[config.mk]
export PLATFORM = sky130hd
export DESIGN_NAME = bin2bcd_seq
export DESIGN_NICKNAME = d
export VERILOG_FILES = /design/src/rtl/bin2bcd_seq.sv
export SDC_FILE = /design/constraint.sdc
export NUM_CORES = 1
export LEC_CHECK = 0
export ABC_AREA = 0
export CAP_MARGIN = 5
export CORE_UTILIZATION = 50
export CTS_CLUSTER_SIZE = 12
export DETAILED_ROUTE_END_ITERATION = 6
export PLACE_DENSITY = 0.85
export RECOVER_POWER = 25
export SYNTH_ARGS = -nofsm -noshare
export SYNTH_HDL_FRONTEND = slang
export SYNTH_SLANG_ARGS = --single-unit
[constraint.sdc]
create_clock -name clk -period 2 [get_ports clk]
set_input_delay 0.4 -clock clk [delete_from_list [all_inputs] [get_ports clk]]
set_output_delay 0.4 -clock clk [all_outputs]
set_load 0.01 [all_outputs]
[src/rtl/bin2bcd_seq.sv]
// Sequential double-dabble binary-to-BCD converter, one input bit per clock.
// Define BIN2BCD_BLANK_EN to blank leading zero digits (written as 4'hF) in the registered result.
module bin2bcd_seq #(
  parameter int BIN_W  = 8,
  parameter int DIGITS = 3
) (
  input  logic                  clk,
  input  logic                  rst,
  input  logic                  start,
  input  logic [BIN_W-1:0]      bin,
  output logic                  busy,
  output logic                  done,
  output logic [4*DIGITS-1:0]   bcd,
  output logic                  overflow
);

  localparam int BCD_W = 4 * DIGITS;
  localparam int CNT_W = $clog2(BIN_W + 1);

  localparam logic [0:0] IDLE  = 1'b0;
  localparam logic [0:0] SHIFT = 1'b1;

  logic [0:0]       state;
  logic [BIN_W-1:0] shift_reg;
  logic [BCD_W-1:0] scratch;
  logic [BCD_W-1:0] adjusted;
  logic [BCD_W-1:0] scratch_next;
  logic [BCD_W-1:0] result;
  logic [CNT_W-1:0] count;
  logic             ovf_trk;
  logic             carry_out;

  // Add-3 correction per digit, then the single-bit shift of {scratch, shift_reg}.
  always_comb begin
    adjusted = scratch;
    for (int unsigned k = 0; k < DIGITS; k++) begin
      if (scratch[4*k +: 4] >= 4'd5)
        adjusted[4*k +: 4] = scratch[4*k +: 4] + 4'd3;
    end
    carry_out    = adjusted[BCD_W-1];
    scratch_next = {adjusted[BCD_W-2:0], shift_reg[BIN_W-1]};
  end

`ifdef BIN2BCD_BLANK_EN
  logic leading;

  // Scan from the top digit down; digit 0 is excluded so a zero result still shows "0".
  always_comb begin
    result  = scratch_next;
    leading = 1'b1;
    for (int unsigned k = DIGITS - 1; k >= 1; k--) begin
      if (leading && (scratch_next[4*k +: 4] == 4'd0))
        result[4*k +: 4] = 4'hF;
      else
        leading = 1'b0;
    end
  end
`else
  always_comb begin
    result = scratch_next;
  end
`endif

  always_ff @(posedge clk or posedge rst) begin
    if (rst) begin
      state     <= IDLE;
      busy      <= 1'b0;
      done      <= 1'b0;
      bcd       <= '0;
      overflow  <= 1'b0;
      shift_reg <= '0;
      scratch   <= '0;
      count     <= '0;
      ovf_trk   <= 1'b0;
    end else begin
      done <= 1'b0;
      case (state)
        IDLE: begin
          if (start) begin
            shift_reg <= bin;
            scratch   <= '0;
            ovf_trk   <= 1'b0;
            count     <= CNT_W'(BIN_W);
            busy      <= 1'b1;
            state     <= SHIFT;
          end
        end
        SHIFT: begin
          scratch   <= scratch_next;
          shift_reg <= shift_reg << 1;
          count     <= count - CNT_W'(1);
          ovf_trk   <= ovf_trk | carry_out;
          if (count == CNT_W'(1)) begin
            bcd      <= result;
            overflow <= ovf_trk | carry_out;
            done     <= 1'b1;
            busy     <= 1'b0;
            state    <= IDLE;
          end
        end
        default: state <= IDLE;
      endcase
    end
  end

endmodule

==> results of run 1 <==
-- metrics by stage --
step	utilization [%]	power [uW]	area (um2)
finish	63.5	3720	2340
global placement	60.9	3080	2240
CTS	63.6	3760	2350
detailed placement	60.9	3150	2240
global route	63.5	4060	2340
floorplan	-	2600	1930
-- path summary, 6_finish.rpt --
path,endpoint,slack (ns),cells after the start
max in group asynchronous,scratch[1]$_DFFE_PP0P_,0.54,3
setup reg to reg,scratch[6]$_DFFE_PP0P_,0.39,6
hold reg to reg,bcd[0]$_DFFE_PP0P_,0.48,2
setup / recovery,scratch[6]$_DFFE_PP0P_,0.39,6
hold / removal,bcd[0]$_DFFE_PP0P_,0.48,2
min in group asynchronous,bcd[9]$_DFFE_PP0P_,0.84,3
-- power groups by stage --
| stage | registers (uW) | logic (uW) | clock network [uW] |
|---|---|---|---|
| 3_5_place_dp | 1470 | 1680 | 0 |
| 3_3_place_gp | 1460 | 1620 | 0 |
| 4_1_cts | 1460 | 1690 | 613 |
| 6_report | 1460 | 1660 | 597 |
| 2_1_floorplan | 1480 | 1120 | 0 |
| 5_1_grt | 1510 | 1900 | 648 |
-- layer usage --
layer | vias up | track usage [%] | wire (um)
met5 | - | 0 | 0
met3 | 6 | 6.96 | 143
li1 | 705 | - | -
met2 | 28 | 30.7 | 1550
met1 | 685 | 25.6 | 1590
met4 | 0 | 7.50 | 52
-- final cells by class --
class | instances | area share [%]
Tap cell | 48 | 2.56
Timing Repair Buffer | 31 | 12.5
Multi-Input combinational cell | 128 | 34.8
Clock inverter | 1 | 0.214
Clock buffer | 7 | 4.11
Sequential cell | 41 | 43.8
Inverter | 13 | 2.08
-- Yosys cell counts (all sizes together) --
master / count
nand2b: 3
nor3: 3
a21oi: 12
o31ai: 1
mux2: 5
o22ai: 7
clkinv: 1
inv: 12
and3: 1
a21o: 3
nand2: 29
clkbuf: 2
o21ai: 22
xnor2: 3
o22a: 1
nand3: 2
dfrtp: 41
mux2i: 10
nor2: 10
nor3b: 5
a22o: 1
ha: 8
or3: 1
a31oi: 1
buf: 6
-- critical path, delay by kind of cell, from the launching register on --
family,cells,cell delay (ns)
DFF,1,0.41
adders and majority gates,1,0.19
AOI/OAI and AO/OA,2,0.38
buffers and inverters,1,0.10
and+or+nand+nor,1,0.08
muxes,1,0.38
-- kinds of logic (layout without fill, tap and decap cells) --
group	after synthesis	after routing
simple gates	54	54
compound gates	48	48
flops	41	41
buf+inv	21	52
mux	15	15
fa+ha+maj	8	8
xor+xnor	3	3
==> out/metrics.cfg, run 1 <==
[power]
pwr-share-seq_pct=39.2
combPwrFrac_pct=44.7
internal_power_uw=2360
power.density_nw_per_um2=1590
clockPowerShare_pct=16.1
vdd_drop_max_v=0.000726
p_sw_share_pct=36.7
p_switching_uw=1370
power.leakage_uw=0.00107

[grt]
grtUsageTotal_pct=19.9
grt_pass1_wl_um=6150
grt_max_degree=42
grt_overflow_total=0
antenna_found_initial=0
grt_pass1_vias=1396

[worst_setup_path]
cpMaxStageDelayCell=dfrtp_1
crit_fanout=4
critPathLaunchType=flip-flop
cp_cell_sequence=inv_1, ha_1, nand2b_1, a21oi_1, mux2_2, o22ai_1
crit_path_end_kind=flip-flop
cp.required_ns=2.22
critPathMaxStageDelay_ns=0.41
r2r_start=scratch[4]$_DFFE_PP0P_
critPathKind=reg2reg
crit_arrival_ns=1.83
critPathLaunch=scratch[4]$_DFFE_PP0P_

[floorplanning]
ios=26
start_util_pct=52.3
die_h_um=64.1
die_w_um=64.1
coreArea_um2=3690
rows=22
die-area_um2=4110

[synthesis]
synth_area_leader_cell=dfrtp_1
synth.distinct_cells=31
yosys_warnings=0
synthCells=190
synth_top_family_by_area=compound AO/OA/AOI/OAI gates
synthSimpleGateAreaFrac_pct=12.8
synth-compound-area-share_pct=14.3
synth.top_cell.area_share_pct=53.2
syn_nets=209
synthAdderAreaFrac_pct=5.19
yosysSeqAreaShare_pct=53.2
syn_avg_cell_area_um2=10.2
syn_area_um2=1930
synth_seq_cells=41
synthXorXnorAreaFrac_pct=1.36
yosys-top-cells-area=dfrtp_1 (53%), o21ai_0 (5.7%), nand2_1 (5.6%), ha_1 (5.2%), mux2i_1 (5.2%)
yosys-mux-area-fraction_pct=8.50

[timing]
finalHoldViolCount=0
worstMarginPinSlew_ns=0.982
max_freq_mhz=620
finalWorstSetupSlack_ns=0.386
max_slew_margin_pct=34.5
slew_viol_final=0
setup_viol=0
setup-tns-final_ns=0
fin_crit_ns=1.61
rsz0062_at_grt=no
finClkSkew_ns=0.00720
hold_ws_ns=0.479
fin_crit_sh_pct=80.7

[clocking]
htreeDepth=2
clk_latency_ns=0.30
cts_tree=yes
postCtsSetupBuffers=0
root_buffer=clkbuf_8
cts_num_sinks=41
ctsHoldBuffers=0
cts_buffers=5
clk_path_buf_depth=2
cts-resized-gates=0
clkTransAtPathRegs_ns=0.08

[placement]
dp.cells=261
gp_congestion=0.792
post-place-ws_ns=0.370
numPortBuffers=25
dpl.hpwl_um=2320

[routing]
viasPerCell=5.29
routedWlPerCell_um=12.4
drc=0
postRouteWirelength_um=3340
drt_iter0_drc=54
vias=1424
antenna_left=0
firstDrtPassIters=4

[outcome]
status=completed

[layout]
final_cell_mix=dfrtp_1 (41), nand2_1 (29), clkdlybuf4s50_1 (24)
n_antenna_cell=0
layout.cells.non_filler=269
seqCellArea_um2=1030
nFillCells=312
nNetsFinal=239
layout-drive-gt1-share_pct=10.9
final_common_cell=dfrtp_1
area_delta_synth_final_pct=21.5
multi_input_area_um2=815

[hold_path]
hp-class=reg2reg
hp-start=bcd[0]$_DFFE_PP0P_

[run]
cap_viol_max_count=0

No activity file was read; power rests on OpenSTA's default activity.
==> run 2, diff against run 1 <==
Settings changed: CORE_UTILIZATION 50 to 49, PLACE_DENSITY 0.85 to 0.86.
Clock period 2 ns to 1.44 ns, I/O delays scaled along.
==> run 2 against run 1 <==
Effect of this change:
- power rose by 62%
- non-clock buffer count rose by 27
- combinational power rose by 94%
- final cell count rose by 10%
- global-route usage rose by 1.4 points
- maximum frequency rose by 12%
- critical path type unchanged
- largest cell class unchanged
==> out/metrics.cfg, run 2 (synthesis results as in run 1) <==
[clocking]
clk_latency_ns=0.30
clkTransAtPathRegs_ns=0.08
ctsHoldBuffers=0
cts_buffers=5
clk_path_buf_depth=2
cts_tree=yes
cts_num_sinks=41
root_buffer=clkbuf_8
htreeDepth=2

[worst_setup_path]
critPathMaxStageDelay_ns=0.43
critPathLaunchType=flip-flop
path_buf_inv=0
cp.required_ns=1.69
cpMaxStageDelayCell=dfrtp_1
crit_fanout=3
crit_path_end_kind=flip-flop
crit_arrival_ns=1.68
critPathKind=reg2reg
crit_family=multiplexers
cp_cell_sequence=ha_4, nand2b_4, a21oi_4, mux2i_2, mux2_4

[hold_path]
hp-class=reg2reg

[grt]
grt_pass1_vias=1544
grt_pass1_wl_um=6650
grtUsageTotal_pct=21.3
antenna_found_initial=0
grt_overflow_total=0
grt_max_degree=42

[placement]
numPortBuffers=25
gp_congestion=0.779
dpl.hpwl_um=2540
post-place-ws_ns=-0.0899

[floorplanning]
ios=26
start_util_pct=51.9
die_h_um=64.8
coreArea_um2=3720
die-area_um2=4190
rows=22
die_w_um=64.8

[routing]
drc=0
drt_iter0_drc=109
viasPerCell=5.27
postRouteWirelength_um=4080
firstDrtPassIters=4
antenna_left=0
routedWlPerCell_um=13.8
vias=1559

[layout]
n_antenna_cell=0
nNetsFinal=266
nFillCells=290
multi_input_area_um2=968
area_delta_synth_final_pct=38.3
seqCellArea_um2=1030
layout-drive-gt1-share_pct=29.8
final_cell_mix=dfrtp_1 (40), buf_4 (31), nand2_1 (29)
fin_util_pct=71.8
final_common_cell=dfrtp_1

[run]
cap_viol_max_count=0

[timing]
worstMarginPinSlew_ns=0.900
setup_viol=0
finClkSkew_ns=0.00752
max_slew_margin_pct=40.0
finalHoldViolCount=0
slew_viol_final=0
fin_crit_sh_pct=99.8
hold_ws_ns=0.475
finalWorstSetupSlack_ns=0.00345
fin_crit_ns=1.44
rsz0062_at_grt=yes
max_freq_mhz=696

[outcome]
status=completed

[power]
power.leakage_uw=0.00126
p_total_uw=6020
vdd_drop_max_v=0.00102
power.density_nw_per_um2=2260

run 2: per-stage QoR:
step	cells	area, um2	TNS (ns)
2_1_floorplan	190	1930	0
3_3_place_gp	278	2390	-0.0176
3_5_place_dp	278	2390	-0.497
4_1_cts	291	2580	0
5_1_grt	296	2670	-0.539
6_report	296	2670	0
run 2: repair_timing:
item	4_1_cts	5_1_grt
pin swaps	4	7
buffers inserted	5	5
endpoints found under the setup margin	24	14
resized for setup	36	15
run 2: path summary, 6_finish.rpt:
check,slack (ns),cells past startpoint,end,start
max in group asynchronous,0.26,3,scratch[8]$_DFFE_PP0P_,rst
min in group asynchronous,0.57,3,state$_DFF_PP0_,rst
hold reg to reg,0.48,2,bcd[5]$_DFFE_PP0P_,bcd[5]$_DFFE_PP0P_
setup reg to reg,0.003,5,bcd[2]$_DFFE_PP0P_,scratch[0]$_DFFE_PP0P_
setup / recovery,0.003,5,bcd[2]$_DFFE_PP0P_,scratch[0]$_DFFE_PP0P_
hold / removal,0.48,2,bcd[5]$_DFFE_PP0P_,bcd[5]$_DFFE_PP0P_
run 2: final cells by class:
cell class	instances	share of cell area, %
inverter	13	1.83
clock inverter	2	0.375
timing repair buffer	58	18.0
tap	48	2.25
clock buffer	6	2.72
sequential	41	38.5
multi-input combinational	128	36.3
run 2: worst reg2reg max path, stage by stage (launching register included):
cell,delay [ns]
dfrtp_1,0.43
ha_4,0.17
nand2b_4,0.15
a21oi_4,0.18
mux2i_2,0.27
mux2_4,0.18
run 2: report_power, final:
group	switching, uW	total, uW	internal, uW	leakage, uW
registers	417	2070	1660	0.000510
clock network	392	728	336	0.0000450
logic	1490	3220	1730	0.000703
run 2: routing by layer:
metal  GRT usage, %  routed length (um)  vias to the layer above
met2           36.6                2090                       31
met4           10.8                  77                        0
met1           24.3                1760                      756
li1               -                   -                      764
met3           5.11                 152                        8
met5              0                   0                        -
==> run 3, diff against run 2 <==
Settings changed: CORE_UTILIZATION 49 to 50, PLACE_DENSITY 0.86 to 0.85, SKIP_LAST_GASP from default to 1.
Clock period 1.44 ns to 1.4 ns, I/O delays scaled along.
==> run 3 against run 2 <==
Effect of this change:
- the flow now finishes with violations (setup timing)
- maximum frequency down 2.7%
- sequential share of layout area shrank 0.77 points
- first-iteration DRC count down 50%
- clock skew down 0.0012 ns
- setup slack got worse by 0.080 ns
- non-clock buffer count is 1 higher
- sequential power increased by 5%
- core utilization increased by 1.9 points
- largest cell class unchanged
==> out/metrics.cfg, run 3 (synthesis results as in run 1) <==
[placement]
gp_congestion=0.825
dpl.hpwl_um=2760
dp.cells=279
numPortBuffers=25

[grt]
grt_max_degree=42
grt_pass1_wl_um=7310
grt_overflow_total=0
antenna_found_initial=0
grt_pass1_vias=1579
grtUsageTotal_pct=23.8

[layout]
area_delta_synth_final_pct=40.9
layout.cells.non_filler=297
final_common_cell=dfrtp_1
layout-drive-gt1-share_pct=32.5
seqCellArea_um2=1030
fin_util_pct=73.7
multi_input_area_um2=1000
final_cell_mix=dfrtp_1 (41), buf_4 (32), nand2_1 (29)
nFillCells=271
nNetsFinal=267
n_antenna_cell=0

[power]
p_total_uw=6470
vdd_drop_max_v=0.00153
pwr-share-seq_pct=33.5
combPwrFrac_pct=54.6
p_sw_share_pct=39.6
p_switching_uw=2570
power.leakage_uw=0.00126
power.density_nw_per_um2=2380
internal_power_uw=3910
clockPowerShare_pct=12.0

[routing]
firstDrtPassIters=4
routedWlPerCell_um=15.4
drt_iter0_drc=54
vias=1598
viasPerCell=5.38
antenna_left=0
postRouteWirelength_um=4580
drc=0

[worst_setup_path]
ff2ff_path_depth=6
r2r_slack_ns=-0.08
crit_fanout=3
crit_arrival_ns=1.71
r2r_start=scratch[1]$_DFFE_PP0P_
cp.required_ns=1.64
r2r_end=bcd[2]$_DFFE_PP0P_
crit_path_end_kind=flip-flop
critPathKind=reg2reg
critPathLaunchType=flip-flop

[clocking]
clk_path_buf_depth=2
clkTransAtPathRegs_ns=0.08
cts_num_sinks=41
cts_buffers=5
ctsHoldBuffers=0
root_buffer=clkbuf_8
htreeDepth=2
clk_latency_ns=0.30
cts_tree=yes

[timing]
finClkSkew_ns=0.00628
max_slew_margin_pct=39.9
fin_crit_sh_pct=105
finalWorstSetupSlack_ns=-0.0761
worstMarginPinSlew_ns=0.901
max_freq_mhz=677
setup_viol=7
fin_crit_ns=1.48
finalHoldViolCount=0
slew_viol_final=0
rsz0062_at_grt=yes

[floorplanning]
die_w_um=64.1
start_util_pct=52.3
rows=22
coreArea_um2=3690
ios=26
die_h_um=64.1
die-area_um2=4110

[hold_path]
hp-class=reg2reg
hp-start=bcd[3]$_DFFE_PP0P_
hold_depth=2
whs_endpoint=bcd[3]$_DFFE_PP0P_

[outcome]
violations=setup timing
status=complete, but fails checks

[run]
cap_viol_max_count=0

[run 3: changes by cell type in the layout (fill, tap and decap cells not counted), moves of 2 or more]
| cell | previous run | this run |
|---|---|---|
| o21ai_0 | 21 | 17 |
| o21ai_1 | 0 | 2 |
| o21ai_2 | 1 | 3 |
| clkinvlp_4 | 0 | 3 |
[run 3: what timing repair did]
action | CTS | global route
resized for setup | 39 | 18
setup buffers | 7 | 4
pin swaps | 5 | 7
hold endpoints to repair | 0 | 0
endpoints found under the setup margin | 29 | 18
cloned | 0 | 0
[run 3: critical path, cell delays in order (launching register included)]
cell and delay, ns:
dfrtp_1 0.37, inv_2 0.07, ha_2 0.18, nand2b_4 0.15, a21oi_4 0.15, mux2i_2 0.30, mux2_4 0.20
[run 3: through the flow]
stage	setup TNS [ns]	hold slack [ns]	cell area, um2	setup WS (ns)
after floorplan	-0.00149	0.436	1950	-0.00149
after global placement	-0.0715	0.460	2410	-0.0202
after detailed placement	-0.866	0.466	2410	-0.114
after CTS	-0.160	0.337	2640	-0.0653
after global routing	-0.821	0.509	2720	-0.104
final	-0.278	0.474	2720	-0.0761
[run 3: final cells by class]
type,instances,share of cell area [%]
Sequential cell,41,37.7
Multi-Input combinational cell,128,36.9
Timing Repair Buffer,59,17.9
Clock buffer,5,2.53
Tap cell,48,2.21
Inverter,13,2.07
Clock inverter,3,0.644
[run 3: routing by layer]
metal	global-route usage, %	vias to the layer above	share of wire (%)
met5	0	-	0
met4	10.6	0	3.1
met3	4.82	15	2.9
met2	40.8	41	50
met1	28.8	783	44
li1	-	759	-
[run 3: how the worst max path moves through the flow]
stage                      startpoint                        to  slack [ns]  cells past startpoint
2_1_floorplan  scratch[4]$_DFFE_PP0P_    scratch[6]$_DFFE_PP0P_      -0.001                      5
3_3_place_gp                    start  shift_reg[6]$_DFFE_PP0P_       -0.02                      4
3_5_place_dp   scratch[0]$_DFFE_PP0P_        bcd[2]$_DFFE_PP0P_       -0.11                      5
4_1_cts        scratch[0]$_DFFE_PP0P_        bcd[2]$_DFFE_PP0P_       -0.07                      5
5_1_grt        scratch[9]$_DFFE_PP0P_       bcd[10]$_DFFE_PP0P_       -0.10                      6
6_report       scratch[1]$_DFFE_PP0P_        bcd[2]$_DFFE_PP0P_       -0.08                      6
[run 3: power groups by stage]
| stage | Combinational [uW] | Sequential (uW) | Clock, uW |
|---|---|---|---|
| 6_report | 3530 | 2170 | 774 |
| 5_1_grt | 3800 | 2230 | 858 |
| 4_1_cts | 3170 | 2130 | 793 |
| 3_5_place_dp | 2850 | 2100 | 0 |
| 3_3_place_gp | 2740 | 2070 | 0 |
| 2_1_floorplan | 1680 | 2120 | 0 |
